`config.mk`:
```
export PLATFORM = sky130hd
export DESIGN_NAME = ceespu_hazard_unit_flat
export DESIGN_NICKNAME = d
export VERILOG_FILES = /design/src/rtl/ceespu_hazard_if.sv /design/src/rtl/ceespu_hazard_unit.sv /design/src/flat_wrapper.sv
export SDC_FILE = /design/constraint.sdc
export NUM_CORES = 1
export LEC_CHECK = 0
export ABC_CLOCK_PERIOD_IN_PS = 3260
export CAP_MARGIN = 30
export CORE_AREA = 2 2 93 95
export DETAILED_ROUTE_END_ITERATION = 6
export DIE_AREA = 0 0 95 97
export GPL_TIMING_DRIVEN = 0
export PLACE_DENSITY_LB_ADDON = 0.1
export SLEW_MARGIN = 20
export SYNTH_ARGS = -nofsm -noshare
export SYNTH_HDL_FRONTEND = slang
export SYNTH_SLANG_ARGS = --single-unit
```
`constraint.sdc`:
```
create_clock -name I_clk -period 3.26 [get_ports I_clk]
set_clock_uncertainty 0.05 [all_clocks]
set_input_delay 0.652 -clock I_clk [delete_from_list [all_inputs] [get_ports I_clk]]
set_output_delay 0.652 -clock I_clk [all_outputs]
set_load 0.05 [all_outputs]
```
`src/rtl/ceespu_hazard_if.sv`:
```
// Decode/bypass/writeback signal bundle between the ceespu pipeline and its hazard unit.
// Statistics outputs exist only when CEESPU_HAZARD_STATS_EN is defined.
interface ceespu_hazard_if #(
    parameter int REG_AW     = 5,
    parameter int FWD_STAGES = 2,
    parameter int LAT_W      = 4
);
    localparam int FW = $clog2(FWD_STAGES + 1);

    logic                         I_stall_ext;
    logic                         I_flush;
    logic                         I_dec_valid;
    logic [REG_AW-1:0]            I_dec_regA;
    logic [REG_AW-1:0]            I_dec_regB;
    logic                         I_dec_useA;
    logic                         I_dec_useB;
    logic                         I_dec_we;
    logic [REG_AW-1:0]            I_dec_regD;
    logic                         I_dec_isLoad;
    logic                         I_dec_isLong;
    logic [LAT_W-1:0]             I_dec_lat;
    logic [FWD_STAGES-1:0]        I_fwd_we;
    logic [FWD_STAGES*REG_AW-1:0] I_fwd_regD;
    logic [FW-1:0]                O_fwdA;
    logic [FW-1:0]                O_fwdB;
    logic                         O_stall;
    logic                         O_bubble;
    logic                         O_sb_full;
    logic                         O_long_done;
    logic [REG_AW-1:0]            O_long_regD;
`ifdef CEESPU_HAZARD_STATS_EN
    logic [31:0]                  O_stat_stalls;
    logic [31:0]                  O_stat_long;
`endif

    modport slave (
        input  I_stall_ext, I_flush, I_dec_valid, I_dec_regA, I_dec_regB,
               I_dec_useA, I_dec_useB, I_dec_we, I_dec_regD, I_dec_isLoad,
               I_dec_isLong, I_dec_lat, I_fwd_we, I_fwd_regD,
        output O_fwdA, O_fwdB, O_stall, O_bubble, O_sb_full, O_long_done, O_long_regD
`ifdef CEESPU_HAZARD_STATS_EN
        , output O_stat_stalls, O_stat_long
`endif
    );

    modport master (
        output I_stall_ext, I_flush, I_dec_valid, I_dec_regA, I_dec_regB,
               I_dec_useA, I_dec_useB, I_dec_we, I_dec_regD, I_dec_isLoad,
               I_dec_isLong, I_dec_lat, I_fwd_we, I_fwd_regD,
        input  O_fwdA, O_fwdB, O_stall, O_bubble, O_sb_full, O_long_done, O_long_regD
`ifdef CEESPU_HAZARD_STATS_EN
        , input O_stat_stalls, O_stat_long
`endif
    );
endinterface

```
`src/rtl/ceespu_hazard_unit.sv`:
```
// ceespu hazard unit: registered bypass selects, load-use and long-op scoreboard stalls,
// and one-per-cycle writeback sequencing of long ops. Optional counters: CEESPU_HAZARD_STATS_EN.
module ceespu_hazard_unit #(
    parameter int REG_AW     = 5,
    parameter int FWD_STAGES = 2,
    parameter int SB_DEPTH   = 4,
    parameter int LAT_W      = 4
) (
    input  logic           I_clk,
    input  logic           I_rst_n,
    ceespu_hazard_if.slave hz
);
    localparam int FW = $clog2(FWD_STAGES + 1);

    logic                srcA_live, srcB_live, dst_live;
    logic                lu_stall, sb_stall, stall, sb_full, issue, alloc_req;
    logic [FW-1:0]       selA, selB;
    logic [FW-1:0]       fwdA_q, fwdA_d, fwdB_q, fwdB_d;
    logic                load_pending_q, load_pending_d;
    logic [REG_AW-1:0]   load_regD_q, load_regD_d;
    logic [SB_DEPTH-1:0] sb_valid_q, sb_valid_d;
    logic [REG_AW-1:0]   sb_regD_q [SB_DEPTH];
    logic [REG_AW-1:0]   sb_regD_d [SB_DEPTH];
    logic [LAT_W-1:0]    sb_cnt_q  [SB_DEPTH];
    logic [LAT_W-1:0]    sb_cnt_d  [SB_DEPTH];
    logic [SB_DEPTH-1:0] sb_hit, sb_ready;
    logic                retire_found, alloc_found;
    logic [LAT_W-1:0]    alloc_cnt;
    logic                long_done_q, long_done_d;
    logic [REG_AW-1:0]   long_regD_q, long_regD_d;

    assign srcA_live = hz.I_dec_useA && (hz.I_dec_regA != '0);
    assign srcB_live = hz.I_dec_useB && (hz.I_dec_regB != '0);
    assign dst_live  = hz.I_dec_we && (hz.I_dec_regD != '0);

    for (genvar gi = 0; gi < SB_DEPTH; gi++) begin : g_sb
        assign sb_hit[gi] = sb_valid_q[gi] &&
                            ((srcA_live && hz.I_dec_regA == sb_regD_q[gi]) ||
                             (srcB_live && hz.I_dec_regB == sb_regD_q[gi]) ||
                             (dst_live  && hz.I_dec_regD == sb_regD_q[gi]));
        assign sb_ready[gi] = sb_valid_q[gi] && (sb_cnt_q[gi] == LAT_W'(1));
    end

    assign sb_full  = &sb_valid_q;
    assign sb_stall = hz.I_dec_valid && ((|sb_hit) || (hz.I_dec_isLong && sb_full));
    assign lu_stall = hz.I_dec_valid && load_pending_q &&
                      ((srcA_live && hz.I_dec_regA == load_regD_q) ||
                       (srcB_live && hz.I_dec_regB == load_regD_q));
    assign stall     = lu_stall || sb_stall;
    assign issue     = hz.I_dec_valid && !stall && !hz.I_stall_ext && !hz.I_flush;
    assign alloc_req = issue && hz.I_dec_isLong && dst_live;
    assign alloc_cnt = (hz.I_dec_lat == '0) ? LAT_W'(1) : hz.I_dec_lat;

    // Walk from oldest to youngest so the youngest matching stage wins.
    always_comb begin
        selA = '0;
        selB = '0;
        for (int k = FWD_STAGES - 1; k >= 0; k--) begin
            if (hz.I_fwd_we[k] && hz.I_dec_regA != '0 &&
                hz.I_fwd_regD[k*REG_AW +: REG_AW] == hz.I_dec_regA)
                selA = FW'(k + 1);
            if (hz.I_fwd_we[k] && hz.I_dec_regB != '0 &&
                hz.I_fwd_regD[k*REG_AW +: REG_AW] == hz.I_dec_regB)
                selB = FW'(k + 1);
        end
    end

    always_comb begin
        fwdA_d = fwdA_q;
        fwdB_d = fwdB_q;
        if (hz.I_flush) begin
            fwdA_d = '0;
            fwdB_d = '0;
        end else if (issue) begin
            fwdA_d = selA;
            fwdB_d = selB;
        end
        load_pending_d = issue && hz.I_dec_isLoad && hz.I_dec_we;
        load_regD_d    = load_pending_d ? hz.I_dec_regD : load_regD_q;
    end

    // Allocation looks at pre-retire valid bits, so a slot freed this cycle stays unused.
    always_comb begin
        sb_valid_d   = sb_valid_q;
        sb_regD_d    = sb_regD_q;
        sb_cnt_d     = sb_cnt_q;
        long_done_d  = 1'b0;
        long_regD_d  = long_regD_q;
        retire_found = 1'b0;
        alloc_found  = 1'b0;
        for (int i = 0; i < SB_DEPTH; i++) begin
            if (sb_valid_q[i] && sb_cnt_q[i] > LAT_W'(1))
                sb_cnt_d[i] = sb_cnt_q[i] - LAT_W'(1);
        end
        for (int i = 0; i < SB_DEPTH; i++) begin
            if (!retire_found && sb_ready[i]) begin
                retire_found  = 1'b1;
                sb_valid_d[i] = 1'b0;
                long_done_d   = 1'b1;
                long_regD_d   = sb_regD_q[i];
            end
        end
        for (int i = 0; i < SB_DEPTH; i++) begin
            if (alloc_req && !alloc_found && !sb_valid_q[i]) begin
                alloc_found   = 1'b1;
                sb_valid_d[i] = 1'b1;
                sb_regD_d[i]  = hz.I_dec_regD;
                sb_cnt_d[i]   = alloc_cnt;
            end
        end
    end

    always_ff @(posedge I_clk or negedge I_rst_n) begin
        if (!I_rst_n) begin
            fwdA_q         <= '0;
            fwdB_q         <= '0;
            load_pending_q <= 1'b0;
            load_regD_q    <= '0;
            sb_valid_q     <= '0;
            long_done_q    <= 1'b0;
            long_regD_q    <= '0;
            for (int i = 0; i < SB_DEPTH; i++) begin
                sb_regD_q[i] <= '0;
                sb_cnt_q[i]  <= '0;
            end
        end else begin
            fwdA_q         <= fwdA_d;
            fwdB_q         <= fwdB_d;
            load_pending_q <= load_pending_d;
            load_regD_q    <= load_regD_d;
            sb_valid_q     <= sb_valid_d;
            sb_regD_q      <= sb_regD_d;
            sb_cnt_q       <= sb_cnt_d;
            long_done_q    <= long_done_d;
            long_regD_q    <= long_regD_d;
        end
    end

    assign hz.O_fwdA      = fwdA_q;
    assign hz.O_fwdB      = fwdB_q;
    assign hz.O_stall     = stall;
    assign hz.O_bubble    = stall;
    assign hz.O_sb_full   = sb_full;
    assign hz.O_long_done = long_done_q;
    assign hz.O_long_regD = long_regD_q;

`ifdef CEESPU_HAZARD_STATS_EN
    logic [31:0] stat_stalls_q, stat_stalls_d, stat_long_q, stat_long_d;

    // Both counters stick at all-ones instead of wrapping.
    always_comb begin
        stat_stalls_d = stat_stalls_q;
        stat_long_d   = stat_long_q;
        if (stall && stat_stalls_q != 32'hFFFF_FFFF)
            stat_stalls_d = stat_stalls_q + 32'd1;
        if (alloc_req && stat_long_q != 32'hFFFF_FFFF)
            stat_long_d = stat_long_q + 32'd1;
    end

    always_ff @(posedge I_clk or negedge I_rst_n) begin
        if (!I_rst_n) begin
            stat_stalls_q <= '0;
            stat_long_q   <= '0;
        end else begin
            stat_stalls_q <= stat_stalls_d;
            stat_long_q   <= stat_long_d;
        end
    end

    assign hz.O_stat_stalls = stat_stalls_q;
    assign hz.O_stat_long   = stat_long_q;
`endif
endmodule

```
`src/flat_wrapper.sv`:
```
// flat-port wrapper written by rule: the top's interface ports become plain ports
module ceespu_hazard_unit_flat 
#(
    parameter int REG_AW     = 5,
    parameter int FWD_STAGES = 2,
    parameter int SB_DEPTH   = 4,
    parameter int LAT_W      = 4
)
  (I_clk, I_rst_n, hz_I_stall_ext, hz_I_flush, hz_I_dec_valid, hz_I_dec_regA, hz_I_dec_regB, hz_I_dec_useA, hz_I_dec_useB, hz_I_dec_we, hz_I_dec_regD, hz_I_dec_isLoad, hz_I_dec_isLong, hz_I_dec_lat, hz_I_fwd_we, hz_I_fwd_regD, hz_O_fwdA, hz_O_fwdB, hz_O_stall, hz_O_bubble, hz_O_sb_full, hz_O_long_done, hz_O_long_regD);
  ceespu_hazard_if #(.REG_AW(REG_AW), .FWD_STAGES(FWD_STAGES), .LAT_W(LAT_W)) hz_i ();
  input  logic I_clk;
  input  logic I_rst_n;
  input wire logic [$bits(hz_i.I_stall_ext)-1:0] hz_I_stall_ext;
  input wire logic [$bits(hz_i.I_flush)-1:0] hz_I_flush;
  input wire logic [$bits(hz_i.I_dec_valid)-1:0] hz_I_dec_valid;
  input wire logic [$bits(hz_i.I_dec_regA)-1:0] hz_I_dec_regA;
  input wire logic [$bits(hz_i.I_dec_regB)-1:0] hz_I_dec_regB;
  input wire logic [$bits(hz_i.I_dec_useA)-1:0] hz_I_dec_useA;
  input wire logic [$bits(hz_i.I_dec_useB)-1:0] hz_I_dec_useB;
  input wire logic [$bits(hz_i.I_dec_we)-1:0] hz_I_dec_we;
  input wire logic [$bits(hz_i.I_dec_regD)-1:0] hz_I_dec_regD;
  input wire logic [$bits(hz_i.I_dec_isLoad)-1:0] hz_I_dec_isLoad;
  input wire logic [$bits(hz_i.I_dec_isLong)-1:0] hz_I_dec_isLong;
  input wire logic [$bits(hz_i.I_dec_lat)-1:0] hz_I_dec_lat;
  input wire logic [$bits(hz_i.I_fwd_we)-1:0] hz_I_fwd_we;
  input wire logic [$bits(hz_i.I_fwd_regD)-1:0] hz_I_fwd_regD;
  output wire logic [$bits(hz_i.O_fwdA)-1:0] hz_O_fwdA;
  output wire logic [$bits(hz_i.O_fwdB)-1:0] hz_O_fwdB;
  output wire logic [$bits(hz_i.O_stall)-1:0] hz_O_stall;
  output wire logic [$bits(hz_i.O_bubble)-1:0] hz_O_bubble;
  output wire logic [$bits(hz_i.O_sb_full)-1:0] hz_O_sb_full;
  output wire logic [$bits(hz_i.O_long_done)-1:0] hz_O_long_done;
  output wire logic [$bits(hz_i.O_long_regD)-1:0] hz_O_long_regD;
  assign hz_i.I_stall_ext = hz_I_stall_ext;
  assign hz_i.I_flush = hz_I_flush;
  assign hz_i.I_dec_valid = hz_I_dec_valid;
  assign hz_i.I_dec_regA = hz_I_dec_regA;
  assign hz_i.I_dec_regB = hz_I_dec_regB;
  assign hz_i.I_dec_useA = hz_I_dec_useA;
  assign hz_i.I_dec_useB = hz_I_dec_useB;
  assign hz_i.I_dec_we = hz_I_dec_we;
  assign hz_i.I_dec_regD = hz_I_dec_regD;
  assign hz_i.I_dec_isLoad = hz_I_dec_isLoad;
  assign hz_i.I_dec_isLong = hz_I_dec_isLong;
  assign hz_i.I_dec_lat = hz_I_dec_lat;
  assign hz_i.I_fwd_we = hz_I_fwd_we;
  assign hz_i.I_fwd_regD = hz_I_fwd_regD;
  assign hz_O_fwdA = hz_i.O_fwdA;
  assign hz_O_fwdB = hz_i.O_fwdB;
  assign hz_O_stall = hz_i.O_stall;
  assign hz_O_bubble = hz_i.O_bubble;
  assign hz_O_sb_full = hz_i.O_sb_full;
  assign hz_O_long_done = hz_i.O_long_done;
  assign hz_O_long_regD = hz_i.O_long_regD;
  ceespu_hazard_unit #(.REG_AW(REG_AW), .FWD_STAGES(FWD_STAGES), .SB_DEPTH(SB_DEPTH), .LAT_W(LAT_W)) u_core (.I_clk(I_clk), .I_rst_n(I_rst_n), .hz(hz_i));
endmodule
```
Yosys cells after proc, flatten, opt, wreduce, memory -nomap -nowiden. Cells that the tools add are included.

Register bits after elaboration: 56. Input port bits: 41. Output and inout port bits: 13. Logic and storage cells: 182.

Add/sub/neg operators: 4. Magnitude comparators: 4. Equality and inequality tests: 22. Muxes and demuxes: 36. Reductions and logical operators: 98.

Operator list (count): 5-bit equality test (18); 1-bit logical AND (58); 4-bit 2-to-1 mux (9); 5-bit 2-to-1 mux (4); 2-bit nonzero test (9); 4-bit by 1-bit equality test with 1-bit output, second input constant (4); 4-bit by 1-bit > comparator with 1-bit output, second input constant (4); 2-bit 2-to-1 mux (8); 4-bit by 1-bit subtractor with 4-bit output, second input constant (4); 1-bit 2-to-1 mux (15); 5-bit nonzero test (3); 1-bit zero test (13); 1-bit logical OR (11); 4-bit zero test (1); 4-bit AND reduction (1); 4-bit nonzero test (1); 4-bit OR reduction (1).

Depth between registers and ports, before layout. Gate-level depths: netlist (run 1).

Word-level depth: 30. Mapped depth: 10.

Worst setup path before layout (run 1). OpenSTA, ideal clock, no wires.

Kind: input to output. Start point: in hz_I_dec_regB[1]. End point: out hz_O_stall. Arrival: 3.371 ns. Data required time: 2.558 ns. Path slack: -0.813 ns. Stages on the path: 8. Buffers on the path: 2. Cell sequence: clkbuf_1 -> xnor2_1 -> nand3_1 -> nor4_1 -> o31a_1 -> nor4_1 -> a21boi_0 -> buf_4.

Word-level cells in the longest chain between the ends: 10.

Ends and longest elaborated chain: from (decl) (line flat_wrapper.sv:17) `input wire logic [$bits(hz_i.I_dec_regB)-1:0] hz_I_dec_regB;`; 5-bit nonzero test (line ceespu_hazard_unit.sv:33) `assign srcB_live = hz.I_dec_useB && (hz.I_dec_regB != '0);`; 1-bit logical AND (line ceespu_hazard_unit.sv:33); 1-bit logical AND (line ceespu_hazard_unit.sv:39) `(srcB_live && hz.I_dec_regB == sb_regD_q[gi]) ||`; 1-bit logical OR (line ceespu_hazard_unit.sv:38) `((srcA_live && hz.I_dec_regA == sb_regD_q[gi]) ||`; 1-bit logical OR (line ceespu_hazard_unit.sv:39); 1-bit logical AND (line ceespu_hazard_unit.sv:37) `assign sb_hit[gi] = sb_valid_q[gi] &&`; 4-bit OR reduction (line ceespu_hazard_unit.sv:45) `assign sb_stall = hz.I_dec_valid && ((|sb_hit) || (hz.I_dec_isLong && sb_full));`; 1-bit logical OR (line ceespu_hazard_unit.sv:45); 1-bit logical AND (line ceespu_hazard_unit.sv:45); 1-bit logical OR (*) (line ceespu_hazard_unit.sv:49) `assign stall = lu_stall || sb_stall;`; to (decl) (line flat_wrapper.sv:29) `output wire logic [$bits(hz_i.O_stall)-1:0] hz_O_stall;`.

Mark *: on every way between the ends. The rest lies on a longest branch, timed or not.

Final worst setup path (run 1).
Start point: in hz_I_dec_regB[0]. End point: out hz_O_stall.

Same word-level chain as after synthesis.

==> results of run 1 <==
what timing repair did:
action / CTS / global route
pin swaps: 18 / 9
setup endpoints to repair: 46 / 45
resized for setup: 43 / 19
buffers inserted: 20 / 2
cloned: 0 / 0
Yosys cell counts, types with 4 or more instances:
cell type | instances | area share, %
sky130_fd_sc_hd__buf_4 | 4 | 0.73
sky130_fd_sc_hd__mux2_4 | 10 | 3.7
sky130_fd_sc_hd__dfrtp_1 | 56 | 34
sky130_fd_sc_hd__nand2b_1 | 6 | 0.92
sky130_fd_sc_hd__nor4_1 | 18 | 2.8
sky130_fd_sc_hd__nand4_1 | 7 | 1.1
sky130_fd_sc_hd__inv_1 | 15 | 1.4
sky130_fd_sc_hd__o311ai_0 | 4 | 0.86
sky130_fd_sc_hd__nor2_1 | 15 | 1.4
sky130_fd_sc_hd__clkbuf_1 | 10 | 0.92
sky130_fd_sc_hd__ha_1 | 8 | 2.4
sky130_fd_sc_hd__nand2_1 | 14 | 1.3
sky130_fd_sc_hd__mux2i_1 | 18 | 4.4
sky130_fd_sc_hd__a21oi_1 | 9 | 1.1
sky130_fd_sc_hd__buf_2 | 6 | 0.73
sky130_fd_sc_hd__nand3_1 | 23 | 2.8
sky130_fd_sc_hd__xnor2_1 | 68 | 15
sky130_fd_sc_hd__xor2_1 | 31 | 6.6
sky130_fd_sc_hd__o21ai_0 | 15 | 1.8
sky130_fd_sc_hd__or4_1 | 7 | 1.3
sky130_fd_sc_hd__mux2_2 | 17 | 4.7
worst min path at each step:
stage	end	slack, ps	cells past startpoint
2_1_floorplan	u_core.hz.O_fwdA[0]	310	0
3_3_place_gp	u_core.hz.O_fwdA[1]	480	2
3_5_place_dp	u_core.load_regD_q[0]	410	1
4_1_cts	u_core.load_regD_q[0]	60	1
5_1_grt	u_core.load_regD_q[0]	50	1
6_report	u_core.load_regD_q[0]	60	1
power breakdown:
group / internal [W] / switching [W] / total, W
clock: 0.000173 / 0.000235 / 0.000409
combinational: 0.000726 / 0.000772 / 0.00150
sequential: 0.000925 / 0.000263 / 0.00119
total: 0.00182 / 0.00127 / 0.00309
state kept, by name, indices dropped and copies added (netlist names):
name                   flops
u_core.load_pending_q      1
u_core.hz.O_fwdB           2
u_core.sb_cnt_q           16
u_core.load_regD_q         5
u_core.sb_valid_q          4
u_core.hz.O_long_done      1
u_core.sb_regD_q          20
u_core.hz.O_long_regD      5
u_core.hz.O_fwdA           2
area by class of cell:
| cell class | instances | area (µm²) | share of cell area, % |
|---|---|---|---|
| Sequential cell | 56 | 1400 | 26.6 |
| Multi-Input combinational cell | 311 | 2680 | 50.9 |
| Clock inverter | 1 | 7.51 | 0.142 |
| Buffer | 22 | 208 | 3.94 |
| Timing Repair Buffer | 61 | 699 | 13.3 |
| Tap cell | 105 | 131 | 2.49 |
| Clock buffer | 7 | 86.3 | 1.64 |
| Inverter | 15 | 56.3 | 1.07 |
per-stage QoR:
stage               setup TNS, ps  instance area (µm²)  power (W)  setup slack (ps)
finish                       -386                 5270    0.00309              -146
global route                -1340                 5270    0.00332              -219
CTS                          -682                 5180    0.00303              -179
detailed placement         -35240                 4730    0.00256             -1080
global placement           -54370                 4700    0.00251             -1040
floorplan                   -8370                 4190    0.00219              -303
routing by layer:
layer / GRT usage (%) / share of wire (%)
met4: 9.25 / 2.6
met2: 37.9 / 46
met1: 34.5 / 45
met5: 0 / 0
met3: 3.66 / 5.7
critical path, cell delays in order:
cell and delay [ps]:
sky130_fd_sc_hd__buf_12 100, sky130_fd_sc_hd__or4_4 550, sky130_fd_sc_hd__o21ai_4 210, sky130_fd_sc_hd__buf_12 140
sky130_fd_sc_hd__nor4_2 40, sky130_fd_sc_hd__o31a_1 320, sky130_fd_sc_hd__buf_6 130, sky130_fd_sc_hd__nor4_4 160
sky130_fd_sc_hd__a21boi_2 110, sky130_fd_sc_hd__buf_4 150, sky130_fd_sc_hd__buf_8 140
cells by family (layout without fill, tap and decap cells):
logic type      Yosys count  count (layout)  share of synthesized area (%)
buf+inv                  38             106                           4.59
fa+ha+maj                 8               8                           2.45
simple gates            112             112                           16.6
mux                      45              45                           12.8
compound gates           47              47                           8.08
xor+xnor                 99              99                           21.2
flops                    56              56                           34.3
layout by cell type (no fill, tap or decap), types with 7 or more instances in the layout:
master,instances
sky130_fd_sc_hd__xnor2_1,68
sky130_fd_sc_hd__dfrtp_1,56
sky130_fd_sc_hd__clkdlybuf4s50_1,35
sky130_fd_sc_hd__xor2_1,31
sky130_fd_sc_hd__mux2_4,25
sky130_fd_sc_hd__nand3_1,23
sky130_fd_sc_hd__mux2i_1,18
sky130_fd_sc_hd__inv_1,15
sky130_fd_sc_hd__o21ai_0,15
sky130_fd_sc_hd__buf_4,14
sky130_fd_sc_hd__nor4_1,14
sky130_fd_sc_hd__nand2_1,14
sky130_fd_sc_hd__nor2_1,13
sky130_fd_sc_hd__buf_12,11
sky130_fd_sc_hd__buf_6,9
sky130_fd_sc_hd__a21oi_1,9
sky130_fd_sc_hd__ha_1,8
sky130_fd_sc_hd__clkbuf_1,7
sky130_fd_sc_hd__or4_4,7
sky130_fd_sc_hd__nand4_1,7
==> results.md, run 1 <==
GRT:
- The number of global-route vias before repair was roughly 3,400.
- The first-pass GRT wire length is ~17,000 µm.
- Global routing consumed, over all layers together, between 20% and 30% of the routing resources.
- The initial antenna violation count is 0.
- After global routing the overflow that remains totals 0.
- The pin count of the biggest net entering global routing is 55.

Logic synthesis:
- The sequential element share of the synthesized area is between 30% and 40%.
- The area of the mapped netlist is ~4100 µm².
- The Yosys warning count is 0.
- The synthesized net count is ~450.
- Averaged over all synthesized cells, the footprint is around 10 µm².
- The most used flip-flop cell after synthesis is sky130_fd_sc_hd__dfrtp_1.
- The number of distinct library cells after synthesis is 46.
- The number of flops mapped to enable cells by yosys is 0.
- The fraction of registers with async set/reset is 100%.
- The number of synthesized register bits is 56.
- After technology mapping, the gate count stands at 405.

Worst setup path:
- For the worst setup path, the data required time is 2560 ps.
- The critical path is of the in2out type.
- STA classifies the critical path endpoint as an output pin.
- The kind of start point of the critical path is an input pin.
- The capture point of the worst path is hz_O_stall.
- The startpoint of the worst register-to-register path is u_core.sb_valid_q[0].
- The end of the worst register-to-register path is u_core.load_regD_q[1].
- At the worst endpoint, the arrival time is around 2700 ps.
- Tracing the worst setup path back leads to its startpoint at hz_I_dec_regB[0].
- The number of cells on the worst reg-to-reg path is 8.
- The peak fanout along the critical path is 3.
- Across all register-to-register paths, the minimum setup slack is 410 ps.

Drt:
- For this run, design rule violations remaining after detail routing come to 0.
- The first routing iteration left roughly 190 violations.
- Dividing the detail-routed wire length by the instance count gives ~19 µm.
- Using the TritonRoute via totals, the vias-per-cell ratio works out to 5.74.
- The final layout contains routed wiring with a total length of roughly 11,000 µm.
- The post-detailed-route count of antenna-violating nets is 0.
- Before antenna repair, the detailed router went through 5 iterations.
- The routed via count is 3,320.

Floorplan:
- The number of core rows is 33.
- Measured along the x axis, the die boundary spans 95 µm.
- The initial core utilization is 50.3%.
- For this design the top-level I/O count stands at 54.
- The die is slightly below 100 µm tall.
- The total die area is 9220 µm².
- The core area is a little over 8000 µm².

Timing:
- The number of max-slew violations in the final report is 0.
- The worst path uses 104% of the clock period.
- Once routing completed, OpenROAD measured the worst setup slack at -146 ps.
- Setup repair after global routing could not meet its margin everywhere.
- For the pin with the worst max-slew slack, the measured transition is 741 ps.
- Final hold analysis gives a worst-case slack of around 63 ps.
- The headroom to the max-slew limit is 50.6%.
- The number of hold violations in the final report is 0.
- Based on the critical path, the design can be clocked at up to approximately 290 MHz.
- Setup violations remaining at the end of the flow were counted as 12.
- The final critical-path required period is between 3000 and 4000 ps.

Layout:
- Measured on the finished design, the core utilization comes to between 60% and 70%.
- The number of antenna diodes in the final layout is 0.
- The share of final-layout standard cells stronger than drive strength 1 is between 20% and 30%.
- The growth of design area from synthesis to finish is 28.9%.
- The final cell count without fillers is around 580.
- For this run, the post-layout net count is between 500 and 600.
- After filler insertion, the fill cell instance count of the layout stands at about 650.

Power and ir drop:
- Summed over all cells, the static leakage comes to approximately 2.1 nW.
- The maximum vdd drop is 354 µV.
- The power per cell area is approximately 590 nW/µm².

Clocking:
- The maximum count of clock buffers along a single path is 2.
- Clock-pin slew was measured on the worst setup and hold paths at approximately 100 ps.
- The total of hold buffers inserted after clock tree synthesis is 0.
- The H-tree was split into 2 levels.
- The root buffer cell chosen for the clock tree is sky130_fd_sc_hd__clkbuf_8.
- The count of clock tree sinks is 56.
- The number of CTS-inserted buffers is 5.
- The TritonCTS clock tree is done.
- The clock latency at the later pin of the worst-skew pair is 320 ps.

Outcome:
- The final reports fail on negative setup slack.
- The flow ran to the end, but the final reports show violations.

Placement:
- The number of port buffers is 38.
- The number of cells in the design after placement is roughly 550.
- Detailed placement finished with a half-perimeter wire length of 7450 µm.
- The placer's final routability congestion estimate is ~0.82.

Min path:
- The kind of path behind the tightest hold check is in2async.

Job:
- The reported max-cap violation count is 0.
Note: power is estimated with default switching activity, not from simulation.
==> run 2, diff against run 1 <==
--- a/constraint.sdc
+++ b/constraint.sdc
@@ -3,3 +3,3 @@
 set_input_delay 0.652 -clock I_clk [delete_from_list [all_inputs] [get_ports I_clk]]
 set_output_delay 0.652 -clock I_clk [all_outputs]
-set_load 0.05 [all_outputs]
+set_load 0.005 [all_outputs]
==> run 2 against run 1 <==
The run still ends with negative setup slack left. Critical endpoint unchanged. Non-clock buffer count increased by 3. Worst hold slack worse by 6.3 ps. Global-route usage down 0.13 points. Via count down 1.6%. Cell area is 1.1% lower.
==> results.md, run 2 (same netlist as run 1, synthesis figures left out) <==
Layout:
- The final instance area was 5210 µm² (-1.1%).
- More flip-flops sit in one register than any other, and that register is u_core.sb_regD_q.
- The share of final-layout standard cells stronger than drive strength 1 came to 20.4% (-1.4 points).
- In the layout the commonest cells are 68 x sky130_fd_sc_hd__xnor2_1, 56 x sky130_fd_sc_hd__dfrtp_1, 35 x sky130_fd_sc_hd__clkdlybuf4s50_1.
- The final antenna diode count is 0 (unchanged).
- The library cell used most frequently in the layout, excluding fill and tap cells, is sky130_fd_sc_hd__xnor2_1.
- The largest registers in the layout are u_core.sb_regD_q x20, u_core.sb_cnt_q x16.
- Compared with the post-synthesis result, the final layout area differs by 27.5%.
- The number of nets in the final layout is 524 (+0.58%).
- The number of flip-flops under the largest register name was 20 (unchanged).

Worst setup path:
- The buffering stage count on the worst path with inverters included is 3 (-2).
- Among cell families on the critical path, the largest total delay comes from simple AND/OR/NAND/NOR gates.
- The worst setup path is captured at an output pin.
- The signal on the critical path passes through buf_12 > or4_4 > o21ai_4 > nor4_2 > o31a_1 > nor4_4 > a21boi_2 > buf_4 > buf_2.
- The critical path is of the in2out type.
- The library cell contributing the largest single delay on the critical path is sky130_fd_sc_hd__or4_4.
- The critical path's largest stage delay is 540 ps (about the same).
- The kind of start point of the critical path is an input pin.
- The data required time of the worst path is 2560 ps (about the same).
- The data arrival time of the critical path is 2630 ps (-70 ps).
- The peak fanout along the critical path is 5 (+2).

Power and ir drop:
- The maximum vdd drop is 334 µV (-5.4%).
- The power per cell area is 556 nW/µm² (-5.4%).
- The leakage power summed over all cells was 2.09 nW (-0.35%).
- The final total power is 0.00289 W (-6.5%).

Clocking:
- The clock latency at the later pin of the worst-skew pair is 320 ps (about the same).
- The total of hold buffers inserted after clock tree synthesis came to 0 (unchanged).
- The number of CTS-inserted buffers is 5 (unchanged).
- The maximum count of clock buffers along a single path is 2 (unchanged).
- The TritonCTS clock tree is done.
- The post-CTS clock slew at the launch and capture registers of the worst setup and hold paths was 110 ps (about the same).
- The tree is rooted in a sky130_fd_sc_hd__clkbuf_8.
- The deepest level of the CTS H-tree is 2 (unchanged).
- The count of clock tree sinks is 56 (unchanged).

Outcome:
- The flow ran to the end, but the final reports show violations.
- The final reports fail on negative setup slack.

GRT:
- The pin count of the biggest net entering global routing is 55 (unchanged).
- The total global-route track usage was 24.4% (-0.13 points).
- The leftover overflow at the end of global routing is 0 (unchanged).
- The number of global-route vias before repair is 3,326 (-0.75%).
- The initial antenna violation count came to 0 (unchanged).
- The first-pass GRT wire length is 17,500 µm (+0.59%).

Min path:
- The kind of path behind the tightest hold check is in2async.

Job:
- The reported max-cap violation count is 0 (unchanged).

Timing:
- The headroom to the max-slew limit came to 50.6% (about the same).
- The number of setup violations in the final report is 1 (-11).
- The final critical-path required period is 3340 ps (-69.3 ps).
- The top achievable clock speed is 300 MHz (+2.1%).
- The share of the cycle needed by the critical path after routing is 102% (-2.1 points).
- The worst-margin pin slew is 741 ps (+0.210 ps).
- The final critical-path setup slack came to -76.6 ps (+69.3 ps).
- The number of max-slew violations in the final report is 0 (unchanged).
- Setup repair after global routing could not meet its margin everywhere.
- The number of hold violations in the final report came to 0 (unchanged).

Drt:
- The routed via count was 3,266 (-1.6%).
- The post-detailed-route count of antenna-violating nets is 0 (unchanged).
- The iteration-0 DRC count of the detailed router is 170 (-8.1%).
- The post-detailed-route DRC marker count is 0 (unchanged).
- The average wire per cell in the routed design is 18.7 µm (-1.7%).
- The total wire length is 10,900 µm (-1.2%).
- The detail-routed via count per cell is 5.62 (-2.1%).
- The iteration count of the initial detailed-routing pass is 4 (-1).

Placement:
- The area of placed instances came to 4740 µm² (+0.29%).
- The placer's final routability congestion estimate is 0.859 (+4.5%).
- The HPWL reported at the end of detailed placement was 7570 µm (+1.6%).
- The number of port buffers is 38 (unchanged).

Floorplan:
- The initial core utilization came to 50.3% (unchanged).
- The core area is 8130 µm² (unchanged).
- The number of core rows is 33 (unchanged).
- The count of boundary I/O pins came to 54 (unchanged).
- The die height is 97 µm (unchanged).
- The total die area was 9220 µm² (unchanged).
- The width of the die was 95 µm (unchanged).
[run 2: worst reg2reg max path, cell delays in order (launching register included)]
cell and delay, ps:
sky130_fd_sc_hd__dfrtp_1 370, sky130_fd_sc_hd__clkbuf_1 240, sky130_fd_sc_hd__and4_1 290, sky130_fd_sc_hd__a211o_1 350, sky130_fd_sc_hd__or4_4 610, sky130_fd_sc_hd__clkbuf_16 190
sky130_fd_sc_hd__nor3_4 200, sky130_fd_sc_hd__buf_12 150, sky130_fd_sc_hd__mux2_4 300
[run 2: path summary, 6_finish.rpt]
path / slack (ps) / endpoint / depth (start not counted) / from
worst max-delay path: -80 / hz_O_stall / 9 / hz_I_dec_regB[0]
worst min-delay path: 60 / u_core.load_regD_q[4] / 1 / I_rst_n
worst max register to register: 410 / u_core.load_regD_q[3] / 8 / u_core.sb_valid_q[0]
worst min register to register: 500 / u_core.hz.O_fwdA[0] / 2 / u_core.hz.O_fwdA[0]
max in group asynchronous: 2630 / u_core.sb_valid_q[0] / 2 / I_rst_n
min in group I_clk: 500 / u_core.hz.O_fwdA[0] / 2 / u_core.hz.O_fwdA[0]
[run 2: cell type report]
cell class,count,area (µm²)
sequential,56,1400
fill,647,2920
buffer,22,224
tap,105,131
clock inverter,3,23.8
multi-input combinational,311,2610
inverter,15,56.3
clock buffer,5,68.8
timing repair buffer,64,691
[run 2: report_power, final]
group / internal (W) / leakage [nW] / total (W) / switching (W)
Combinational: 0.000692 / 1.33 / 0.00131 / 0.000616
Clock: 0.000153 / 0.0404 / 0.000403 / 0.000250
Sequential: 0.000925 / 0.721 / 0.00118 / 0.000259
Total: 0.00177 / 2.09 / 0.00289 / 0.00112
[run 2: stage by stage]
step                setup WS, ps  instances  hold slack, ps  setup TNS (ps)  util, %
CTS                        -79.4        573            58.8            -189     62.9
global route                -158        581            44.2            -593     64.1
floorplan                   -282        405             306           -7480        -
detailed placement          -979        549             407          -35880     58.3
finish                     -76.6        581            56.4           -76.6     64.1
global placement            -992        548             482          -56420     58.0
[run 2: layer usage]
layer	track usage [%]	vias up	share of wire (%)
met5	0	-	0
met3	3.43	10	5.1
met2	38.1	93	47
li1	-	1569	-
met4	5.24	0	1.0
met1	35.8	1594	47
[run 2: what timing repair did]
| item | CTS | global route |
|---|---|---|
| resized for setup | 27 | 9 |
| buffers inserted | 17 | 8 |
| cloned | 0 | 0 |
| endpoints found under the setup margin | 49 | 35 |
| pin swaps | 15 | 6 |
==> run 3, diff against run 2 <==
- CAP_MARGIN: 30 -> default
- CORE_AREA: 2 2 93 95 -> 10 10 101 103
- DIE_AREA: 0 0 95 97 -> 0 0 111 113
- SLEW_MARGIN: 20 -> default
==> run 3 against run 2 <==
The run still ends with negative setup slack left. Utilization shrank 0.35 points. Maximum frequency shrank 1.3%. Sequential share of layout area grew 0.15 points. Via count grew 1.3%. Worst setup slack lost 45 ps. Final cell count shrank 0.52%. Die area grew 36%. Critical path depth is the same. Cell area shrank 0.55%. Combinational power is essentially flat. Register-to-register slack lost 40 ps. Largest cell class unchanged. Largest power group unchanged.
==> results.md, run 3 (same netlist as run 1, synthesis figures left out) <==
Outcome:
- The flow ran to the end, but the final reports show violations.
- The final reports fail on negative setup slack.

Worst setup path:
- The data arrival time of the critical path was 2680 ps (+50 ps).
- The worst setup path is launched from an input pin.
- The peak fanout along the critical path was 10 (+5).
- The data required time of the worst path was 2560 ps (about the same).
- The worst setup path category is in2out.
- The launch point of the critical path is hz_I_dec_regD[2].
- The worst setup path is captured at an output pin.
- The buffering stage count on the worst path with inverters included is 3 (unchanged).
- The critical path goes through buf_8 > or4_4 > o21ai_4 > nor4_1 > o31a_1 > nor4_4 > a21boi_2 > buf_4 > buf_2.
- The critical path's largest stage delay is 550 ps (about the same).
- The largest individual stage delay along the critical path comes from the cell sky130_fd_sc_hd__or4_4.
- In this run the critical register-to-register path is launched from u_core.sb_valid_q[0].
- In this design, the largest share of critical-path delay is due to simple AND/OR/NAND/NOR gates.

Drt:
- The routed via count is 3,307 (+1.3%).
- The detail-routed via count per cell was 5.72 (+1.8%).
- The post-detailed-route DRC marker count is 0 (unchanged).
- The iteration-0 DRC count of the detailed router was 162 (-4.7%).
- The total wire length is 11,400 µm (+5.3%).
- The post-detailed-route count of antenna-violating nets came to 0 (unchanged).
- The average wire per cell in the routed design is 19.8 µm (+5.8%).
- The iteration count of the initial detailed-routing pass is 4 (unchanged).

Clocking:
- The post-CTS clock slew at the launch and capture registers of the worst setup and hold paths is 100 ps (about the same).
- The count of clock tree sinks is 56 (unchanged).
- The maximum count of clock buffers along a single path is 2 (unchanged).
- The cell sitting at the root of the clock tree is a sky130_fd_sc_hd__clkbuf_8.
- The deepest level of the CTS H-tree was 2 (unchanged).
- The clock latency at the later pin of the worst-skew pair came to 310 ps (about the same).
- The number of CTS-inserted buffers was 5 (unchanged).
- TritonCTS built the clock tree.

Timing:
- The worst-margin pin slew is 733 ps (-7.94 ps).
- The headroom to the max-slew limit is 51.1% (+0.53 points).
- The number of max-slew violations in the final report is 0 (unchanged).
- The number of setup violations in the final report came to 8 (+7).
- The final critical-path setup slack was -122 ps (-45.3 ps).
- The share of the cycle needed by the critical path after routing is 104% (+1.4 points).
- The setup TNS after final layout came to -281 ps (-204 ps).
- Setup repair after global routing could not meet its margin everywhere.
- The top achievable clock speed is 296 MHz (-1.3%).
- The final critical-path required period is 3380 ps (+45.3 ps).
- The number of hold violations in the final report was 0 (unchanged).

Layout:
- The number of fill cells is 681 (+5.3%).
- Ranked by flip-flop count, first place goes to u_core.sb_regD_q.
- The number of nets in the final layout was 522 (-0.38%).
- The number of flip-flops under the largest register name was 20 (unchanged).
- The share of final-layout standard cells stronger than drive strength 1 came to 20.3% (-0.082 points).
- The final antenna diode count is 0 (unchanged).
- The final cell count without fillers is 578 (-0.52%).
- Leaving out fill and tap cells, the most frequent cells in the layout are 68 x sky130_fd_sc_hd__xnor2_1, 56 x sky130_fd_sc_hd__dfrtp_1, 35 x sky130_fd_sc_hd__clkdlybuf4s50_1.
- The largest registers in the layout are u_core.sb_regD_q x20, u_core.sb_cnt_q x16.
- Leaving out fill and tap cells, the most frequent cell in the layout is sky130_fd_sc_hd__xnor2_1.
- The growth of design area from synthesis to finish is 26.8%.

GRT:
- The leftover overflow at the end of global routing was 0 (unchanged).
- The initial antenna violation count is 0 (unchanged).
- The first-pass GRT wire length is 19,000 µm (+8.8%).
- The number of global-route vias before repair is 3,506 (+5.4%).
- The total global-route track usage came to 18.2% (-6.2 points).
- The pin count of the biggest net entering global routing was 32 (-42%).

Placement:
- The number of port buffers is 38 (unchanged).
- The HPWL reported at the end of detailed placement came to 8160 µm (+7.8%).
- The placer's final routability congestion estimate is 0.861 (+0.22%).
- The number of cells in the design after placement is 549 (unchanged).
- The worst slack after detailed placement came to -1010 ps (-28.2 ps).

Min path:
- The kind of path behind the tightest hold check is in2async.

Floorplan:
- The number of core rows is 33 (unchanged).
- The width of the die was 111 µm (+17%).
- The core area was 8130 µm² (unchanged).
- The count of boundary I/O pins is 54 (unchanged).
- The die height was 113 µm (+16%).
- The initial core utilization was 50.3% (unchanged).
- The total die area came to 12,500 µm² (+36%).

Power and ir drop:
- The maximum vdd drop is 334 µV (-0.13%).
- The final total power is 0.00289 W (-0.24%).
- The switching power as a share of total power was 38.6% (-0.26 points).
- The net load switching power was 0.00111 W (-0.90%).
- The design internal power was 0.00177 W (+0.18%).
- The leakage power summed over all cells was 2.08 nW (-0.56%).
- The power per cell area is 557 nW/µm² (+0.32%).
- The share of power burned in combinational logic is 45.8% (+0.6 points).
- The clock group share of total power came to 13.0% (-0.9 points).
- The sequential cell fraction of total power is 41.2% (+0.3 points).

Job:
- The reported max-cap violation count was 0 (unchanged).
run 3: cell count changes in the layout (fill, tap and decap cells not counted), sizes merged:
cell,change
buf,-2
clkbuf,+1
clkinvlp,-2
run 3: final timing paths:
check	endpoint	slack, ps	cells after the start
worst max-delay path	hz_O_stall	-120	9
worst min-delay path	u_core.load_regD_q[1]	290	1
max in group asynchronous	u_core.sb_cnt_q[15]	2280	2
worst max register to register	u_core.sb_regD_q[15]	370	8
min in group I_clk	u_core.hz.O_fwdA[0]	500	2
worst min register to register	u_core.hz.O_fwdA[0]	500	2
run 3: layer usage:
metal	vias up	track usage, %	share of wire (%)
met2	99	28.7	45
met4	0	4.69	1.5
li1	1563	-	-
met3	15	3.22	5.8
met1	1630	25.1	47
met5	-	0	0
run 3: metrics by stage:
| step | hold WS (ps) | area, µm² | util [%] |
|---|---|---|---|
| after CTS | 311 | 5110 | 62.8 |
| after global placement | 481 | 4710 | 58.0 |
| final | 293 | 5180 | 63.7 |
| after floorplan | 306 | 4200 | - |
| after detailed placement | 494 | 4730 | 58.1 |
| after global routing | 335 | 5180 | 63.7 |
run 3: what timing repair did:
item | CTS | global route
resized for setup | 31 | 9
hold buffers | 0 | 0
endpoints found under the setup margin | 49 | 45
cloned | 0 | 0
endpoints found under the hold margin | 0 | 0
setup buffers | 17 | 6
pin swaps | 13 | 9
run 3: final cells by class:
| cell class | instances | area (µm²) | area share (%) |
|---|---|---|---|
| Inverter | 15 | 56.3 | 1.09 |
| Clock buffer | 6 | 72.6 | 1.40 |
| Tap cell | 105 | 131 | 2.54 |
| Timing Repair Buffer | 62 | 673 | 13.0 |
| Multi-Input combinational cell | 311 | 2630 | 50.8 |
| Sequential cell | 56 | 1400 | 27.0 |
| Buffer | 22 | 210 | 4.06 |
| Clock inverter | 1 | 5.00 | 0.0966 |
run 3: power groups by stage:
stage	clock network (W)	logic, W	registers [W]
after floorplan	0	0.000944	0.00113
after global placement	0	0.00121	0.00119
after detailed placement	0	0.00125	0.00120
after CTS	0.000384	0.00130	0.00119
after global routing	0.000415	0.00148	0.00123
final	0.000374	0.00132	0.00119
